## config.mk

```make
export PLATFORM = sky130hd
export DESIGN_NAME = tap_tempo_ctrl
export DESIGN_NICKNAME = d
export VERILOG_FILES = /design/src/rtl/tap_tempo_ctrl.sv
export SDC_FILE = /design/constraint.sdc
export NUM_CORES = 1
export LEC_CHECK = 0
export CORE_MARGIN = 1
export CORE_UTILIZATION = 40
export DETAILED_ROUTE_END_ITERATION = 8
export DONT_BUFFER_PORTS = 1
export HOLD_SLACK_MARGIN = 0.12
export PLACE_DENSITY = 0.54
export SLEW_MARGIN = 20
export SYNTH_ARGS = -nofsm -noshare
export SYNTH_HDL_FRONTEND = slang
export SYNTH_SLANG_ARGS = --single-unit
```

## constraint.sdc

```tcl
create_clock -name clk_i -period 13.5 [get_ports clk_i]
set_input_delay 4.05 -clock clk_i [delete_from_list [all_inputs] [get_ports clk_i]]
set_output_delay 4.05 -clock clk_i [all_outputs]
set_load 0.05 [all_outputs]
```

## src/rtl/tap_tempo_ctrl.sv

```systemverilog
// tap_tempo_ctrl
//   Averages the last AVG_DEPTH tap periods and converts the average into BPM
//   with a shared bit-serial restoring divider. Periods arriving while the
//   divider is busy are held in a one-deep pending slot, where the newest wins.
//
//   state  | meaning
//   -------+-------------------------------------------------------------
//   IDLE   | waiting for a period (pending slot first, then the strobe)
//   UPDATE | shift the period into the history, update sum, load divider
//   DIVIDE | one quotient bit per cycle, DIV_W cycles
//   DONE   | bpm_o holds the clamped result, bpm_valid_o high for 1 cycle
//
// Ports
//   clk_i           system clock
//   rst_i           asynchronous active-high reset
//   btn_per_i       measured tap period in time-pulse ticks
//   btn_per_valid_i one-cycle strobe qualifying btn_per_i
//   bpm_o           last computed BPM, held between updates
//   bpm_valid_o     one-cycle strobe, bpm_o updated this cycle
//   busy_o          high while the FSM is not IDLE
//   fill_o          number of valid history entries
module tap_tempo_ctrl #(
  parameter int TP_CYCLE  = 5120,
  parameter int PER_W     = 24,
  parameter int AVG_DEPTH = 4,
  parameter int BPM_MAX   = 250,
  parameter int BPM_W     = 9
) (
  input  logic                             clk_i,
  input  logic                             rst_i,
  input  logic [PER_W-1:0]                 btn_per_i,
  input  logic                             btn_per_valid_i,
  output logic [BPM_W-1:0]                 bpm_o,
  output logic                             bpm_valid_o,
  output logic                             busy_o,
  output logic [$clog2(AVG_DEPTH+1)-1:0]   fill_o
);

  localparam int FW    = $clog2(AVG_DEPTH + 1);
  localparam int DIV_W = PER_W + $clog2(AVG_DEPTH) + 1;
  localparam int CW    = $clog2(DIV_W);

  localparam logic [PER_W-1:0] PER_MAX  = PER_W'(64'd60_000_000_000 / 64'(TP_CYCLE));
  localparam logic [PER_W-1:0] PER_MIN  = PER_W'(PER_MAX / PER_W'(BPM_MAX));
  localparam logic [FW-1:0]    FILL_MAX = FW'(AVG_DEPTH);

  typedef enum logic [1:0] {S_IDLE, S_UPDATE, S_DIVIDE, S_DONE} state_t;

  state_t             r_state;
  state_t             w_state_nxt;

  logic [PER_W-1:0]   r_hist [AVG_DEPTH];
  logic [FW-1:0]      r_fill;
  logic [DIV_W-1:0]   r_sum;
  logic [PER_W-1:0]   r_new_per;
  logic               r_pend_vld;
  logic [PER_W-1:0]   r_pend_per;
  logic [DIV_W-1:0]   r_rem;
  logic [DIV_W-1:0]   r_quo;
  logic [DIV_W-1:0]   r_div;
  logic [CW-1:0]      r_cnt;
  logic [BPM_W-1:0]   r_bpm;

  logic               w_take;
  logic [PER_W-1:0]   w_per;
  logic               w_timeout;
  logic               w_reject;
  logic               w_good;
  logic [FW-1:0]      w_fill_new;
  logic [DIV_W-1:0]   w_evict;
  logic [DIV_W-1:0]   w_sum_new;
  logic [DIV_W:0]     w_rem_sh;
  logic [DIV_W:0]     w_diff;
  logic [DIV_W-1:0]   w_rem_next;
  logic [DIV_W-1:0]   w_quo_next;
  logic [BPM_W-1:0]   w_bpm_clamp;

  // The pending slot always takes priority over a fresh strobe in IDLE.
  assign w_take    = (r_state == S_IDLE) && (r_pend_vld || btn_per_valid_i);
  assign w_per     = r_pend_vld ? r_pend_per : btn_per_i;
  assign w_timeout = (w_per >= PER_MAX);
  assign w_reject  = (w_per < PER_MIN);
  assign w_good    = !w_timeout && !w_reject;

  assign w_fill_new = (r_fill == FILL_MAX) ? r_fill : r_fill + FW'(1);
  assign w_evict    = (r_fill == FILL_MAX) ? DIV_W'(r_hist[AVG_DEPTH-1]) : '0;
  assign w_sum_new  = r_sum - w_evict + DIV_W'(r_new_per);

  // One restoring step: shift in the next dividend bit, subtract if it fits.
  assign w_rem_sh   = {r_rem, r_quo[DIV_W-1]};
  assign w_diff     = w_rem_sh - {1'b0, r_div};
  assign w_rem_next = w_diff[DIV_W] ? w_rem_sh[DIV_W-1:0] : w_diff[DIV_W-1:0];
  assign w_quo_next = {r_quo[DIV_W-2:0], ~w_diff[DIV_W]};
  assign w_bpm_clamp = (w_quo_next > DIV_W'(BPM_MAX)) ? BPM_W'(BPM_MAX)
                                                      : w_quo_next[BPM_W-1:0];

  // State register
  always_ff @(posedge clk_i or posedge rst_i) begin
    if (rst_i) r_state <= S_IDLE;
    else       r_state <= w_state_nxt;
  end

  // Next-state logic
  always_comb begin
    w_state_nxt = r_state;
    case (r_state)
      S_IDLE:   if (w_take && w_good) w_state_nxt = S_UPDATE;
      S_UPDATE: w_state_nxt = S_DIVIDE;
      S_DIVIDE: if (r_cnt == '0) w_state_nxt = S_DONE;
      S_DONE:   w_state_nxt = S_IDLE;
      default:  w_state_nxt = S_IDLE;
    endcase
  end

  // Outputs, decoded from registered state only
  always_comb begin
    busy_o      = (r_state != S_IDLE);
    bpm_valid_o = (r_state == S_DONE);
  end

  assign bpm_o  = r_bpm;
  assign fill_o = r_fill;

  // Datapath
  always_ff @(posedge clk_i or posedge rst_i) begin
    if (rst_i) begin
      for (int k = 0; k < AVG_DEPTH; k++) r_hist[k] <= '0;
      r_fill     <= '0;
      r_sum      <= '0;
      r_new_per  <= '0;
      r_pend_vld <= 1'b0;
      r_pend_per <= '0;
      r_rem      <= '0;
      r_quo      <= '0;
      r_div      <= '0;
      r_cnt      <= '0;
      r_bpm      <= '0;
    end else begin
      // In IDLE a strobe is consumed directly unless the slot is being
      // serviced this cycle, in which case the strobe refills the slot.
      if (r_state == S_IDLE) begin
        r_pend_vld <= r_pend_vld && btn_per_valid_i;
        if (r_pend_vld && btn_per_valid_i) r_pend_per <= btn_per_i;
      end else if (btn_per_valid_i) begin
        r_pend_vld <= 1'b1;
        r_pend_per <= btn_per_i;
      end

      case (r_state)
        S_IDLE: begin
          if (w_take) begin
            if (w_timeout) begin
              for (int k = 0; k < AVG_DEPTH; k++) r_hist[k] <= '0;
              r_fill <= '0;
              r_sum  <= '0;
            end else if (w_good) begin
              r_new_per <= w_per;
            end
          end
        end
        S_UPDATE: begin
          for (int k = AVG_DEPTH-1; k > 0; k--) r_hist[k] <= r_hist[k-1];
          r_hist[0] <= r_new_per;
          r_fill    <= w_fill_new;
          r_sum     <= w_sum_new;
          r_div     <= w_sum_new;
          r_quo     <= DIV_W'(PER_MAX) * DIV_W'(w_fill_new);
          r_rem     <= '0;
          r_cnt     <= CW'(DIV_W - 1);
        end
        S_DIVIDE: begin
          r_rem <= w_rem_next;
          r_quo <= w_quo_next;
          r_cnt <= r_cnt - CW'(1);
          // The last step's quotient is final; publish it for the DONE cycle.
          if (r_cnt == '0) r_bpm <= w_bpm_clamp;
        end
        default: ;
      endcase
    end
  end

endmodule

```

# Word-level counts from Yosys, hierarchy flattened
# Index checks and enable logic that the tools add are counted.
# totals
n_memories,0
mem_bits_rw,0
input_bits,27
latch_bits,0
romBits,0
word_cells,78
out_inout_bits,14
regBits,272
# classes
bitwise_logic,2
n_lt_le_gt_ge,3
shift,0
multipliers,1
n_reduce_logical,18
n_eq_ne,9
muxes,25
div_mod_pow,0
n_addsub,5
# op_table
op,n
two-way mux 96 bit,2
case mux 96 bit (2 select lines),1
case mux 27 bit (2 select lines),3
two-way mux 24 bit,5
two-way mux 27 bit,3
subtractor 28 x 27 -> 28 bit,1
adder 27 x 24 -> 27 bit,1
> comparator 27 x 8 -> 1 bit (second input constant),1
subtractor 27 x 24 -> 27 bit,1
multiplier 23 x 3 -> 26 bit (first input constant),1
greater-or-equal comparator 24 bit (second input constant),1
< comparator 24 x 16 -> 1 bit (second input constant),1
case mux 5 bit (2 select lines),1
two-way mux 3 bit,3
two-way mux 9 bit,1
case mux 2 bit (4 select lines),1
nonzero test 2 bit,4
!= test 2 bit (second input constant),3
case mux 3 bit (2 select lines),1
AND reduction 2 bit,3
logical NOT 5 bit,1
subtractor 5 x 1 -> 5 bit (second input constant),1
== test 2 bit (second input constant),2
logical AND 1 bit,4
other kinds (12),17

# Logic depth before layout (Yosys ltp)
# Gate-level depths: netlist of the first run.
# logic_depth
word_depth,7
depth_mapped,18
depth_no_buf,17

# Worst setup path before layout of the first run
# OpenSTA, ideal clock, no wires.
# synth_timing
path_kind,input -> register
from,in btn_per_i[16]
to,reg r_sum[26]
stages,9
arrival_ps,5886
setup_ps,126
slack_ps,7488
path_cell_list,nor4_2 a21oi_1 or4_1 a21oi_1 o21a_2 o221ai_4 buf_6 buf_6 a221o_1
# synth_via
elab_chain_len,4
# synth_rtl
element,line_no,text
from (decl),31,"input logic [PER_W-1:0] btn_per_i,"
two-way mux 24 bit,80,assign w_per = r_pend_vld ? r_pend_per : btn_per_i;
greater-or-equal comparator 24 bit,81,assign w_timeout = (w_per >= PER_MAX);
!= test 2 bit (no source line),--,
AND reduction 3 bit (no source line),--,
to (signal assigned),165,r_sum <= w_sum_new;
to (decl),54,logic [DIV_W-1:0] r_sum;
# No other way between the ends.
# A chain may end at the register's enable or synchronous reset.

# Worst setup path after layout of the first run
# layout_timing
from,in btn_per_i[5]
to,reg r_sum[26]
# The elaborated chain is that of the path after synthesis.

==> results_tabular.tex, run 1 <==
\begin{tabular}{lr}
\hline
Metric & Value \\
\hline
\multicolumn{2}{l}{\textbf{Critical path}} \\
\quad Worst path max stage delay & around 670 ps \\
\quad R2r endpoint & r\_sum[23]\$\_DFFE\_PP0P\_ \\
\quad Setup Crit Path Kind & in -> reg \\
\quad Critical Path Slowest Stage Cell & buf\_12 \\
\quad Cell depth of the worst flop-to-flop path & 15 \\
\quad Worst R2R Setup Slack & around 8300 ps \\
\quad Total buffers and inverters traversed by the critical path & 1 \\
\quad Critical Path Sink Type & flop \\
\quad Maximum fanout along the worst path & 251 \\
\quad Crit-path cells & nor3\_1, a21oi\_1, o21ai\_0, a21oi\_1, o21a\_2, o221ai\_4, buf\_12, nor3\_1, a221o\_1 \\
\quad Reg-to-Reg Start & fill\_o[0]\$\_DFFE\_PP0P\_ \\
\quad Kind of cell with the highest combined delay on the critical path & compound AO/OA/AOI/OAI gates \\
\quad Launch point of the critical path & btn\_per\_i[5] \\
\quad Data arrival at the endpoint of the critical path & 6350 ps \\
\quad Required arrival time at the worst endpoint & 13900 ps \\
\quad Nature of the critical path startpoint & primary input \\
\multicolumn{2}{l}{\textbf{Route}} \\
\quad Number of design-rule violations left by the first detailed-router iteration & 824 \\
\quad DR vias & 11692 \\
\quad Final ANT Viol Nets & 0 \\
\quad Via density & 5.21 \\
\quad Final Routed Wirelength & 34300 µm \\
\quad Routed length per placed instance & 15.3 µm \\
\quad Final routed DRC violation total & 0 \\
\quad Number of detailed-routing iterations run before antenna repair & 5 \\
\multicolumn{2}{l}{\textbf{Global routing}} \\
\quad Global-route wire length before repair & 58400 µm \\
\quad Via count of the first global-routing pass & 11416 \\
\quad Antenna violations before repair & 0 \\
\quad Remaining Overflow, GRT & 0 \\
\quad GR Util All Layers & between 10\% and 20\% \\
\quad Maximum number of pins on one net before global-route repair & 252 \\
\multicolumn{2}{l}{\textbf{Worst hold path}} \\
\quad Hold Crit Class & reg -> reg \\
\quad Depth of the worst hold-timing path & 2 \\
\quad Hold endpoint & r\_hist[1]\$\_DFFE\_PP0P\_ \\
\quad Launch instance of the worst min-delay path & r\_hist[1]\$\_DFFE\_PP0P\_ \\
\multicolumn{2}{l}{\textbf{Power and ir drop}} \\
\quad Pwr/cell area & 251 mW/mm² \\
\quad Worst IR Drop VDD & $\sim$0.30 mV \\
\quad LEAKAGE & 8.01 nW \\
\multicolumn{2}{l}{\textbf{Cells and area}} \\
\quad Most common cell after layout, fill and taps aside & nand2\_1 \\
\quad Fill cell count & approximately 3800 \\
\quad Post-route cell area & 0.0173 mm² \\
\quad Final cell count without fillers & around 2200 \\
\quad Antenna fix cells & 0 \\
\quad Post-Route Utilization & 44.6\% \\
\quad Commonest cells after routing, fill and taps aside & nand2\_1, dfrtp\_1, o21ai\_0 \\
\quad Layout overhead on the synthesized area & 9.42\% \\
\quad Net total in the final layout & 1830 \\
\quad Ratio of cells with drive above 1 in the final layout & 6.79\% \\
\multicolumn{2}{l}{\textbf{Run}} \\
\quad Max-cap violation count & 0 \\
\multicolumn{2}{l}{\textbf{Logic synthesis}} \\
\quad Post-synthesis sequential area ratio & a little over two fifths \\
\quad Cell type with the largest total area after synthesis & dfrtp\_1 \\
\quad Number of standard cells after synthesis & roughly 1700 \\
\quad Distinct cell type count of the synthesized netlist & 75 \\
\quad Flop and latch count out of synthesis & 272 \\
\quad Average cell area after synthesis & 9.07 µm² \\
\quad Ranking of synthesized cells by area & dfrtp\_1, nand2\_1, ha\_1 \\
\quad Warnings, synthesis & 0 \\
\quad Count of flip-flops with a built-in enable after synthesis & 0 \\
\quad Share of Yosys cell area claimed by the top area cell type & 43.0\% \\
\quad Post-synthesis net count & about 1900 \\
\quad Cell area after synthesis & 0.0158 mm² \\
\quad Proportion of register bits with asynchronous set or reset after synthesis & 100\% \\
\quad Most used flip-flop cell after synthesis & dfrtp\_1 \\
\multicolumn{2}{l}{\textbf{Placed design}} \\
\quad Buffers on Ports & 0 \\
\quad Post-detailed-placement half-perimeter wirelength & 23200 µm \\
\quad Cells after DPL & 2183 \\
\quad Routability congestion estimate from global placement & roughly 0.86 \\
\quad Placed standard-cell area & 0.0162 mm² \\
\multicolumn{2}{l}{\textbf{Floorplanning}} \\
\quad Top-level port count & 41 \\
\quad Initial Util & 40.8\% \\
\quad Die width & 201 µm \\
\quad Core region area & about 0.039 mm² \\
\quad Number of cell rows & 72 \\
\quad Die ar. & 0.0404 mm² \\
\quad Floorplan die height & between 200 and 250 µm \\
\multicolumn{2}{l}{\textbf{Clocking}} \\
\quad Maximum level of the CTS H-tree & 2 \\
\quad CTS Buf Count & 34 \\
\quad Reg clk slew, reported paths & roughly 50 ps \\
\quad Post CTS Setup Buffer Count & 0 \\
\quad Number of sinks on the clock net & between 200 and 300 \\
\quad Gates resized, CTS repair & 0 \\
\quad Clock tree from TritonCTS & built \\
\quad Insertion delay of the later-clocked pin in the worst-skew pair & approximately 520 ps \\
\quad Hold buffer count at cts & 0 \\
\quad Root Buffer Master & clkbuf\_16 \\
\quad Buffers from clock root to sink, at most & 3 \\
\multicolumn{2}{l}{\textbf{Timing}} \\
\quad Achievable clock frequency & 0.168 GHz \\
\quad RSZ-0062 raised after global routing & no \\
\quad Crit path time final & 5950 ps \\
\quad Number of setup violations in the final report & 0 \\
\quad Hold violation total from the final report & 0 \\
\quad Ratio of final minimum period to clock period & 44.1\% \\
\quad Pin slew with the least headroom to its limit & 965 ps \\
\quad Setup\_tns & 0 ps \\
\quad Max-slew headroom & 35.7\% \\
\quad Worst clock skew & between 15 and 20 ps \\
\quad Total count of max-transition violations in the final report & 0 \\
\multicolumn{2}{l}{\textbf{Outcome}} \\
\quad Run status & complete, no violations \\
\hline
\end{tabular}
worst min-delay path, cell delays in order, from the launching register on:
cell     delay, ps
dfrtp_1        330
nand2_1         40
o21ai_0         60
per-layer routing:
layer | track usage [%] | up-vias | wire [µm]
met5 | 0 | - | 0
met4 | 5.10 | 0 | 733
met3 | 2.53 | 53 | 1020
met2 | 27.4 | 139 | 15400
met1 | 24.9 | 5574 | 17100
li1 | - | 5926 | -
worst max-delay path by stage:
stage / to / slack [ps] / cells past startpoint
after detailed placement: r_sum[26]$_DFFE_PP0P_ / 7010 / 9
after global placement: r_sum[26]$_DFFE_PP0P_ / 7010 / 9
after floorplan: bpm_o[0]$_DFFE_PP0P_ / 1950 / 1
after global routing: r_sum[26]$_DFFE_PP0P_ / 7310 / 9
after CTS: busy_o / 7510 / 3
final: r_sum[26]$_DFFE_PP0P_ / 7550 / 9
cells by family after synthesis:
kind of cell             count (synthesis)  synth area share [%]
adder cells (fa/ha/maj)                103                  9.50
AND/OR/NAND/NOR                        527                  15.0
multiplexers                            65                  4.39
buffers and inverters                  252                  6.42
flip-flops                             272                  43.0
AO/OA/AOI/OAI                          475                  18.9
XOR/XNOR                                50                  2.77
state kept, by name, indices dropped and copies added (netlist names):
register / count
r_new_per: 24
bpm_o: 9
r_state: 2
r_rem: 27
r_cnt: 5
r_quo: 27
r_pend_per: 24
r_hist: 96
r_sum: 27
r_pend_vld: 1
r_div: 27
fill_o: 3
where the power goes:
| part | total, mW | internal [mW] | switching [mW] |
|---|---|---|---|
| registers | 1.18 | 1.04 | 0.135 |
| clock network | 0.901 | 0.555 | 0.345 |
| logic | 2.27 | 0.822 | 1.44 |
| total | 4.34 | 2.42 | 1.92 |
cell usage after synthesis (24+ instances only):
library cell / number
nor2_1: 72
xnor2_1: 32
fa_1: 29
o31ai_1: 34
and3_1: 28
nand2_1: 299
clkbuf_1: 58
mux2_2: 35
mux2i_1: 30
a21oi_1: 98
dfrtp_1: 272
a21o_1: 41
ha_1: 73
o21ai_0: 163
nor2b_1: 29
a221o_1: 24
inv_1: 160
metrics by stage:
| step | worst slack, ps | hold WS (ps) | power (mW) |
|---|---|---|---|
| after floorplan | 1950 | 442 | 3.00 |
| after global placement | 7010 | 455 | 3.43 |
| after detailed placement | 7010 | 464 | 3.47 |
| after CTS | 7510 | 477 | 4.40 |
| after global routing | 7310 | 486 | 4.76 |
| final | 7550 | 470 | 4.34 |
layout make-up:
class	instances	area (µm²)	share of cell area (%)
clock inverters	5	50.0	0.289
multi-input cells	1220	8040	46.5
clock buffers	54	1060	6.12
inverters	163	619	3.58
flip-flops and latches	272	6810	39.3
well taps	518	648	3.74
repair buffers	10	87.6	0.506
(Power assumes the default switching activity.)
==> run 2, diff against run 1 <==
==> constraint.sdc (replaced) <==
create_clock -name clk_i -period 5.59 [get_ports clk_i]
set_input_delay 1.677 -clock clk_i [delete_from_list [all_inputs] [get_ports clk_i]]
set_output_delay 1.677 -clock clk_i [all_outputs]
set_load 0.05 [all_outputs]
==> results_tabular.tex, run 2 (same netlist as run 1, synthesis figures left out) <==
\begin{tabular}{lr}
\hline
Metric & Value \\
\hline
\multicolumn{2}{l}{\textbf{Critical path}} \\
\quad Critical Path Sink Type & flop \\
\quad Nature of the critical path startpoint & flop \\
\quad Setup Crit Path Kind & reg -> reg \\
\quad Required arrival time at the worst endpoint & 6040 ps (-7860 ps) \\
\quad Data arrival at the endpoint of the critical path & 5230 ps (-1120 ps) \\
\quad Reg-to-Reg Start & fill\_o[0]\$\_DFFE\_PP0P\_ \\
\quad Maximum fanout along the worst path & 22 (-91\%) \\
\quad Launch point of the critical path & fill\_o[0]\$\_DFFE\_PP0P\_ \\
\quad Worst R2R Setup Slack & 810 ps (-7530 ps) \\
\multicolumn{2}{l}{\textbf{Global routing}} \\
\quad Global-route wire length before repair & 59000 µm (+1.1\%) \\
\quad Remaining Overflow, GRT & 0 (unchanged) \\
\quad Maximum number of pins on one net before global-route repair & 143 (-43\%) \\
\quad GR Util All Layers & 17.7\% (+0.26 points) \\
\quad Antenna violations before repair & 0 (unchanged) \\
\quad Via count of the first global-routing pass & 11452 (+0.32\%) \\
\multicolumn{2}{l}{\textbf{Clocking}} \\
\quad Clock tree from TritonCTS & built \\
\quad Reg clk slew, reported paths & 50 ps (about the same) \\
\quad Root Buffer Master & clkbuf\_16 \\
\quad Number of sinks on the clock net & 272 (unchanged) \\
\quad Buffers from clock root to sink, at most & 3 (unchanged) \\
\quad Hold buffer count at cts & 0 (unchanged) \\
\quad Maximum level of the CTS H-tree & 2 (unchanged) \\
\quad Post CTS Setup Buffer Count & 0 (unchanged) \\
\quad CTS Buf Count & 35 (+2.9\%) \\
\quad Insertion delay of the later-clocked pin in the worst-skew pair & 540 ps (+20 ps) \\
\quad Gates resized, CTS repair & 0 (unchanged) \\
\multicolumn{2}{l}{\textbf{Worst hold path}} \\
\quad Launch instance of the worst min-delay path & r\_hist[72]\$\_DFFE\_PP0P\_ \\
\quad Hold Crit Class & reg -> reg \\
\multicolumn{2}{l}{\textbf{Cells and area}} \\
\quad Layout overhead on the synthesized area & 10.4\% \\
\quad Post-Route Utilization & 45.0\% (+0.40 points) \\
\quad Ratio of cells with drive above 1 in the final layout & 7.67\% (+0.88 points) \\
\quad Most common cell after layout, fill and taps aside & nand2\_1 \\
\quad Commonest cells after routing, fill and taps aside & nand2\_1, dfrtp\_1, o21ai\_0 \\
\quad Max FFs per register & 96 (unchanged) \\
\quad Antenna fix cells & 0 (unchanged) \\
\quad Register with the most flip-flops & r\_hist \\
\quad Net total in the final layout & 1839 (+0.49\%) \\
\quad Fill cell count & 3798 (+0.64\%) \\
\multicolumn{2}{l}{\textbf{Route}} \\
\quad Final routed DRC violation total & 0 (unchanged) \\
\quad DR vias & 11757 (+0.56\%) \\
\quad Final ANT Viol Nets & 0 (unchanged) \\
\quad Number of detailed-routing iterations run before antenna repair & 5 (unchanged) \\
\quad Routed length per placed instance & 15.6 µm (+1.8\%) \\
\quad Via density & 5.22 (about the same) \\
\quad Final Routed Wirelength & 35100 µm (+2.3\%) \\
\quad Number of design-rule violations left by the first detailed-router iteration & 756 (-8.3\%) \\
\multicolumn{2}{l}{\textbf{Placed design}} \\
\quad Post-detailed-placement half-perimeter wirelength & 24000 µm (+3.4\%) \\
\quad Routability congestion estimate from global placement & 0.839 (-2.0\%) \\
\quad Buffers on Ports & 0 (unchanged) \\
\quad Worst slack at placement & 807 ps (-6200 ps) \\
\multicolumn{2}{l}{\textbf{Timing}} \\
\quad Achievable clock frequency & $\sim$0.21 GHz \\
\quad Max-slew headroom & 27.0\% (-8.7 points) \\
\quad RSZ-0062 raised after global routing & no \\
\quad Smallest setup slack after layout & 809 ps (-6740 ps) \\
\quad Crit path time final & 4780 ps \\
\quad Ratio of final minimum period to clock period & 85.5\% \\
\quad Pin slew with the least headroom to its limit & 1100 ps (+130 ps) \\
\quad Hold violation total from the final report & 0 (unchanged) \\
\quad Worst clock skew & 22.4 ps (+4.74 ps) \\
\quad Total count of max-transition violations in the final report & 0 (unchanged) \\
\quad Number of setup violations in the final report & 0 (unchanged) \\
\quad WHS & 473 ps (+2.60 ps) \\
\quad Setup\_tns & 0 ps (unchanged) \\
\multicolumn{2}{l}{\textbf{Floorplanning}} \\
\quad Initial Util & 40.8\% (unchanged) \\
\quad Number of cell rows & 72 (unchanged) \\
\quad Core region area & 0.0388 mm² (unchanged) \\
\quad Die ar. & 0.0404 mm² (unchanged) \\
\quad Die width & 201 µm (unchanged) \\
\quad Floorplan die height & 201 µm (unchanged) \\
\quad Top-level port count & 41 (unchanged) \\
\multicolumn{2}{l}{\textbf{Power and ir drop}} \\
\quad Worst IR Drop VDD & 0.338 mV (+12\%) \\
\quad Total internal power & 5.99 mW (+150\%) \\
\quad Pwr/cell area & 616 mW/mm² (+150\%) \\
\quad Relative contribution of the clock network to total power & 21.3\% (+0.6 points) \\
\quad Power share of the sequential group & 26.7\% (-0.4 points) \\
\quad Switching part of the total power & 44.4\% (+0.070 points) \\
\quad Combinational share of power & 52.0\% (-0.2 points) \\
\quad Switching power total & 4.78 mW (+150\%) \\
\quad LEAKAGE & 8.10 nW (+1.1\%) \\
\multicolumn{2}{l}{\textbf{Run}} \\
\quad Max-cap violation count & 0 (unchanged) \\
\multicolumn{2}{l}{\textbf{Outcome}} \\
\quad Run status & complete, no violations \\
\hline
\end{tabular}
run 2: changes by cell type in the layout (fill, tap and decap cells not counted):
| cell | before | now |
|---|---|---|
| clkinvlp_4 | 0 | 1 |
| o21ai_4 | 2 | 0 |
| clkinv_2 | 4 | 9 |
| buf_4 | 9 | 13 |
| bufinv_16 | 1 | 2 |
| inv_16 | 0 | 1 |
| o21ai_2 | 0 | 2 |
| inv_8 | 1 | 0 |
| buf_12 | 1 | 5 |
| inv_6 | 0 | 1 |
| clkbuf_1 | 10 | 5 |
run 2: final timing paths:
path,end,depth (start not counted)
max in group asynchronous,r_sum[24]$_DFFE_PP0P_,2
setup reg to reg,r_sum[18]$_DFFE_PP0P_,16
min in group asynchronous,r_sum[0]$_DFFE_PP0P_,2
setup / recovery,r_sum[18]$_DFFE_PP0P_,16
hold / removal,r_hist[72]$_DFFE_PP0P_,2
hold reg to reg,r_hist[72]$_DFFE_PP0P_,2
run 2: layer usage:
metal  vias up  track usage, %  share of wire (%)
li1       5943               -                  -
met1      5589            25.4                 50
met2       175            27.1                 44
met3        50            2.92                3.6
met4         0            5.67                2.3
met5         -               0                  0
run 2: power by group through the flow:
stage,logic [mW],clock network (mW),registers [mW]
2_1_floorplan,4.45,0,2.79
3_3_place_gp,5.53,0,2.90
3_5_place_dp,5.60,0,2.91
4_1_cts,5.62,2.37,2.88
5_1_grt,6.34,2.44,2.95
6_report,5.60,2.29,2.88
run 2: final cells by class:
cell class | count | area, µm² | share of cell area, %
multi-input cells | 1220 | 8030 | 46.0
flip-flops and latches | 272 | 6810 | 39.0
clock buffers | 49 | 1040 | 5.96
well taps | 518 | 648 | 3.71
inverters | 163 | 616 | 3.52
repair buffers | 18 | 198 | 1.13
clock inverters | 13 | 134 | 0.766
run 2: worst max-delay path, cell delays in order, from the launching register on:
cell and delay, ps:
dfrtp_1 680, inv_1 200, ha_1 320, buf_4 230, and3_1 200, fa_1 480, inv_1 40, ha_1 340
o211ai_1 180, a21oi_1 90, o31ai_1 580, or3b_1 420, a21o_1 200, a221oi_1 320, xnor2_1 150, nand2_1 80
o21ai_0 170
run 2: stage by stage:
stage	cell area, µm²	power [mW]	std cells
CTS	17500	10.9	2253
detailed placement	16300	8.51	2191
global placement	16300	8.42	2191
floorplan	15800	7.25	1744
finish	17500	10.8	2253
global route	17500	11.7	2253
==> run 3, diff against run 2 <==
--- a/config.mk
+++ b/config.mk
@@ -5,6 +5,7 @@
 export SDC_FILE = /design/constraint.sdc
 export NUM_CORES = 1
 export LEC_CHECK = 0
+export CAP_MARGIN = 40
 export CORE_MARGIN = 1
 export CORE_UTILIZATION = 40
 export DETAILED_ROUTE_END_ITERATION = 8
==> results_tabular.tex, run 3 (same netlist as run 1, synthesis figures left out) <==
\begin{tabular}{lr}
\hline
Metric & Value \\
\hline
\multicolumn{2}{l}{\textbf{Timing}} \\
\quad Setup\_tns & 0 ps (unchanged) \\
\quad Achievable clock frequency & 0.210 GHz (+0.63\%) \\
\quad Worst clock skew & 24.2 ps (+1.78 ps) \\
\quad Smallest setup slack after layout & 839 ps (+30.0 ps) \\
\quad RSZ-0062 raised after global routing & no \\
\quad Ratio of final minimum period to clock period & 85.0\% (-0.54 points) \\
\quad WHS & 472 ps (-0.328 ps) \\
\quad Pin slew with the least headroom to its limit & 836 ps (-259 ps) \\
\quad Crit path time final & 4750 ps (-30.0 ps) \\
\quad Hold violation total from the final report & 0 (unchanged) \\
\quad Total count of max-transition violations in the final report & 0 (unchanged) \\
\quad Max-slew headroom & 43.5\% (+16 points) \\
\quad Number of setup violations in the final report & 0 (unchanged) \\
\multicolumn{2}{l}{\textbf{Cells and area}} \\
\quad Ratio of cells with drive above 1 in the final layout & 7.76\% (+0.097 points) \\
\quad Antenna fix cells & 0 (unchanged) \\
\quad Layout overhead on the synthesized area & 10.3\% (about the same) \\
\quad Final cell count without fillers & 2257 (+0.18\%) \\
\quad Net total in the final layout & 1842 (+0.16\%) \\
\quad Register with the most flip-flops & r\_hist \\
\quad Most common cell after layout, fill and taps aside & nand2\_1 \\
\quad Commonest cells after routing, fill and taps aside & nand2\_1, dfrtp\_1, o21ai\_0 \\
\quad Max FFs per register & 96 (unchanged) \\
\multicolumn{2}{l}{\textbf{Route}} \\
\quad DR vias & 11773 (+0.14\%) \\
\quad Final Routed Wirelength & 35100 µm (-0.12\%) \\
\quad Routed length per placed instance & 15.5 µm (-0.30\%) \\
\quad Final routed DRC violation total & 0 (unchanged) \\
\quad Number of design-rule violations left by the first detailed-router iteration & 723 (-4.4\%) \\
\quad Final ANT Viol Nets & 0 (unchanged) \\
\quad Via density & 5.22 (about the same) \\
\quad Number of detailed-routing iterations run before antenna repair & 5 (unchanged) \\
\multicolumn{2}{l}{\textbf{Clocking}} \\
\quad Post CTS Setup Buffer Count & 0 (unchanged) \\
\quad Maximum level of the CTS H-tree & 2 (unchanged) \\
\quad Hold buffer count at cts & 0 (unchanged) \\
\quad Root Buffer Master & clkbuf\_16 \\
\quad CTS Buf Count & 35 (unchanged) \\
\quad Buffers from clock root to sink, at most & 3 (unchanged) \\
\quad Insertion delay of the later-clocked pin in the worst-skew pair & 530 ps (about the same) \\
\quad Reg clk slew, reported paths & 60 ps (about the same) \\
\quad Number of sinks on the clock net & 272 (unchanged) \\
\quad Clock tree from TritonCTS & built \\
\quad Gates resized, CTS repair & 0 (unchanged) \\
\multicolumn{2}{l}{\textbf{Worst hold path}} \\
\quad Hold Crit Class & reg -> reg \\
\quad Launch instance of the worst min-delay path & r\_hist[17]\$\_DFFE\_PP0P\_ \\
\quad Hold endpoint & r\_hist[17]\$\_DFFE\_PP0P\_ \\
\quad Depth of the worst hold-timing path & 2 (unchanged) \\
\multicolumn{2}{l}{\textbf{Global routing}} \\
\quad Via count of the first global-routing pass & 11509 (+0.50\%) \\
\quad Antenna violations before repair & 0 (unchanged) \\
\quad Maximum number of pins on one net before global-route repair & 143 (unchanged) \\
\quad Global-route wire length before repair & 59300 µm (+0.48\%) \\
\quad GR Util All Layers & 17.7\% (-0.033 points) \\
\quad Remaining Overflow, GRT & 0 (unchanged) \\
\multicolumn{2}{l}{\textbf{Power and ir drop}} \\
\quad Switching power total & 4.78 mW (about the same) \\
\quad Total internal power & 5.89 mW (-1.6\%) \\
\quad Pwr/cell area & 612 mW/mm² (-0.77\%) \\
\quad Worst IR Drop VDD & 0.352 mV (+4.3\%) \\
\quad Switching part of the total power & 44.8\% (+0.42 points) \\
\quad Power share of the sequential group & 26.9\% (+0.2 points) \\
\quad LEAKAGE & 8.09 nW (-0.21\%) \\
\quad Combinational share of power & 52.7\% (+0.7 points) \\
\quad Relative contribution of the clock network to total power & 20.4\% (-0.9 points) \\
\multicolumn{2}{l}{\textbf{Run}} \\
\quad Max-cap violation count & 0 (unchanged) \\
\multicolumn{2}{l}{\textbf{Critical path}} \\
\quad Maximum fanout along the worst path & 22 (unchanged) \\
\quad Worst R2R Setup Slack & 840 ps (+30 ps) \\
\quad R2r endpoint & r\_sum[18]\$\_DFFE\_PP0P\_ \\
\quad Reg-to-Reg Start & fill\_o[0]\$\_DFFE\_PP0P\_ \\
\quad Setup Crit Path Kind & reg -> reg \\
\quad Critical Path Sink Type & flop \\
\quad Required arrival time at the worst endpoint & 6040 ps (about the same) \\
\quad Cell depth of the worst flop-to-flop path & 16 (unchanged) \\
\quad Nature of the critical path startpoint & flop \\
\quad Data arrival at the endpoint of the critical path & 5200 ps (-30 ps) \\
\multicolumn{2}{l}{\textbf{Placed design}} \\
\quad Cells after DPL & 2194 (+0.14\%) \\
\quad Worst slack at placement & 841 ps (+33.5 ps) \\
\quad Buffers on Ports & 0 (unchanged) \\
\quad Routability congestion estimate from global placement & 0.839 (unchanged) \\
\quad Post-detailed-placement half-perimeter wirelength & 24300 µm (+1.3\%) \\
\multicolumn{2}{l}{\textbf{Floorplanning}} \\
\quad Initial Util & 40.8\% (unchanged) \\
\quad Number of cell rows & 72 (unchanged) \\
\quad Core region area & 0.0388 mm² (unchanged) \\
\quad Top-level port count & 41 (unchanged) \\
\quad Die ar. & 0.0404 mm² (unchanged) \\
\quad Die width & 201 µm (unchanged) \\
\quad Floorplan die height & 201 µm (unchanged) \\
\multicolumn{2}{l}{\textbf{Outcome}} \\
\quad Run status & complete, no violations \\
\hline
\end{tabular}
==> run 3: metal layers <==
metal  track usage [%]  vias to the layer above  wire [µm]
li1                  -                     5961          -
met1              25.6                     5609      17600
met2              27.2                      148      15600
met3              2.68                       55       1060
met4              4.99                        0        783
met5                 0                        -          0
==> run 3: final cells by class <==
type / instances / area, µm²
clock inverters: 14 / 92.6
flip-flops and latches: 272 / 6810
inverters: 163 / 616
repair buffers: 21 / 244
well taps: 518 / 648
clock buffers: 49 / 1020
multi-input cells: 1220 / 8030
fillers: 3797 / 21400
==> run 3: worst max-delay path by stage <==
stage                             to  depth (start not counted)             startpoint
6_report       r_sum[18]$_DFFE_PP0P_                         16  fill_o[0]$_DFFE_PP0P_
5_1_grt        r_sum[26]$_DFFE_PP0P_                         16  fill_o[0]$_DFFE_PP0P_
4_1_cts        r_sum[18]$_DFFE_PP0P_                         16  fill_o[0]$_DFFE_PP0P_
3_5_place_dp   r_sum[18]$_DFFE_PP0P_                         16  fill_o[0]$_DFFE_PP0P_
3_3_place_gp   r_sum[18]$_DFFE_PP0P_                         16  fill_o[0]$_DFFE_PP0P_
2_1_floorplan   bpm_o[0]$_DFFE_PP0P_                          1                  rst_i
==> run 3: critical path, cell delays in order (launching register included) <==
cell and delay [ps]:
dfrtp_1 680, inv_1 200, ha_1 320, buf_4 230
and3_1 210, fa_1 490, inv_1 40, ha_1 330
o211ai_1 190, a21oi_1 90, o31ai_1 560, or3b_1 430
a21o_1 190, a221oi_1 310, xnor2_1 150, nand2_1 80
o21ai_0 170
==> run 3: per-stage QoR <==
step / instance area [µm²] / power (mW) / util (%)
finish: 17500 / 10.7 / 45.0
global route: 17500 / 11.6 / 45.0
CTS: 17500 / 10.8 / 45.0
detailed placement: 16300 / 8.55 / 42.1
global placement: 16300 / 8.42 / 42.0
floorplan: 15800 / 7.25 / -
==> run 3: power by group through the flow <==
| stage | clock (mW) | sequential, mW | combinational, mW |
|---|---|---|---|
| final | 2.18 | 2.88 | 5.62 |
| after global routing | 2.32 | 2.96 | 6.37 |
| after CTS | 2.25 | 2.88 | 5.66 |
| after detailed placement | 0 | 2.91 | 5.63 |
| after global placement | 0 | 2.90 | 5.53 |
| after floorplan | 0 | 2.79 | 4.45 |
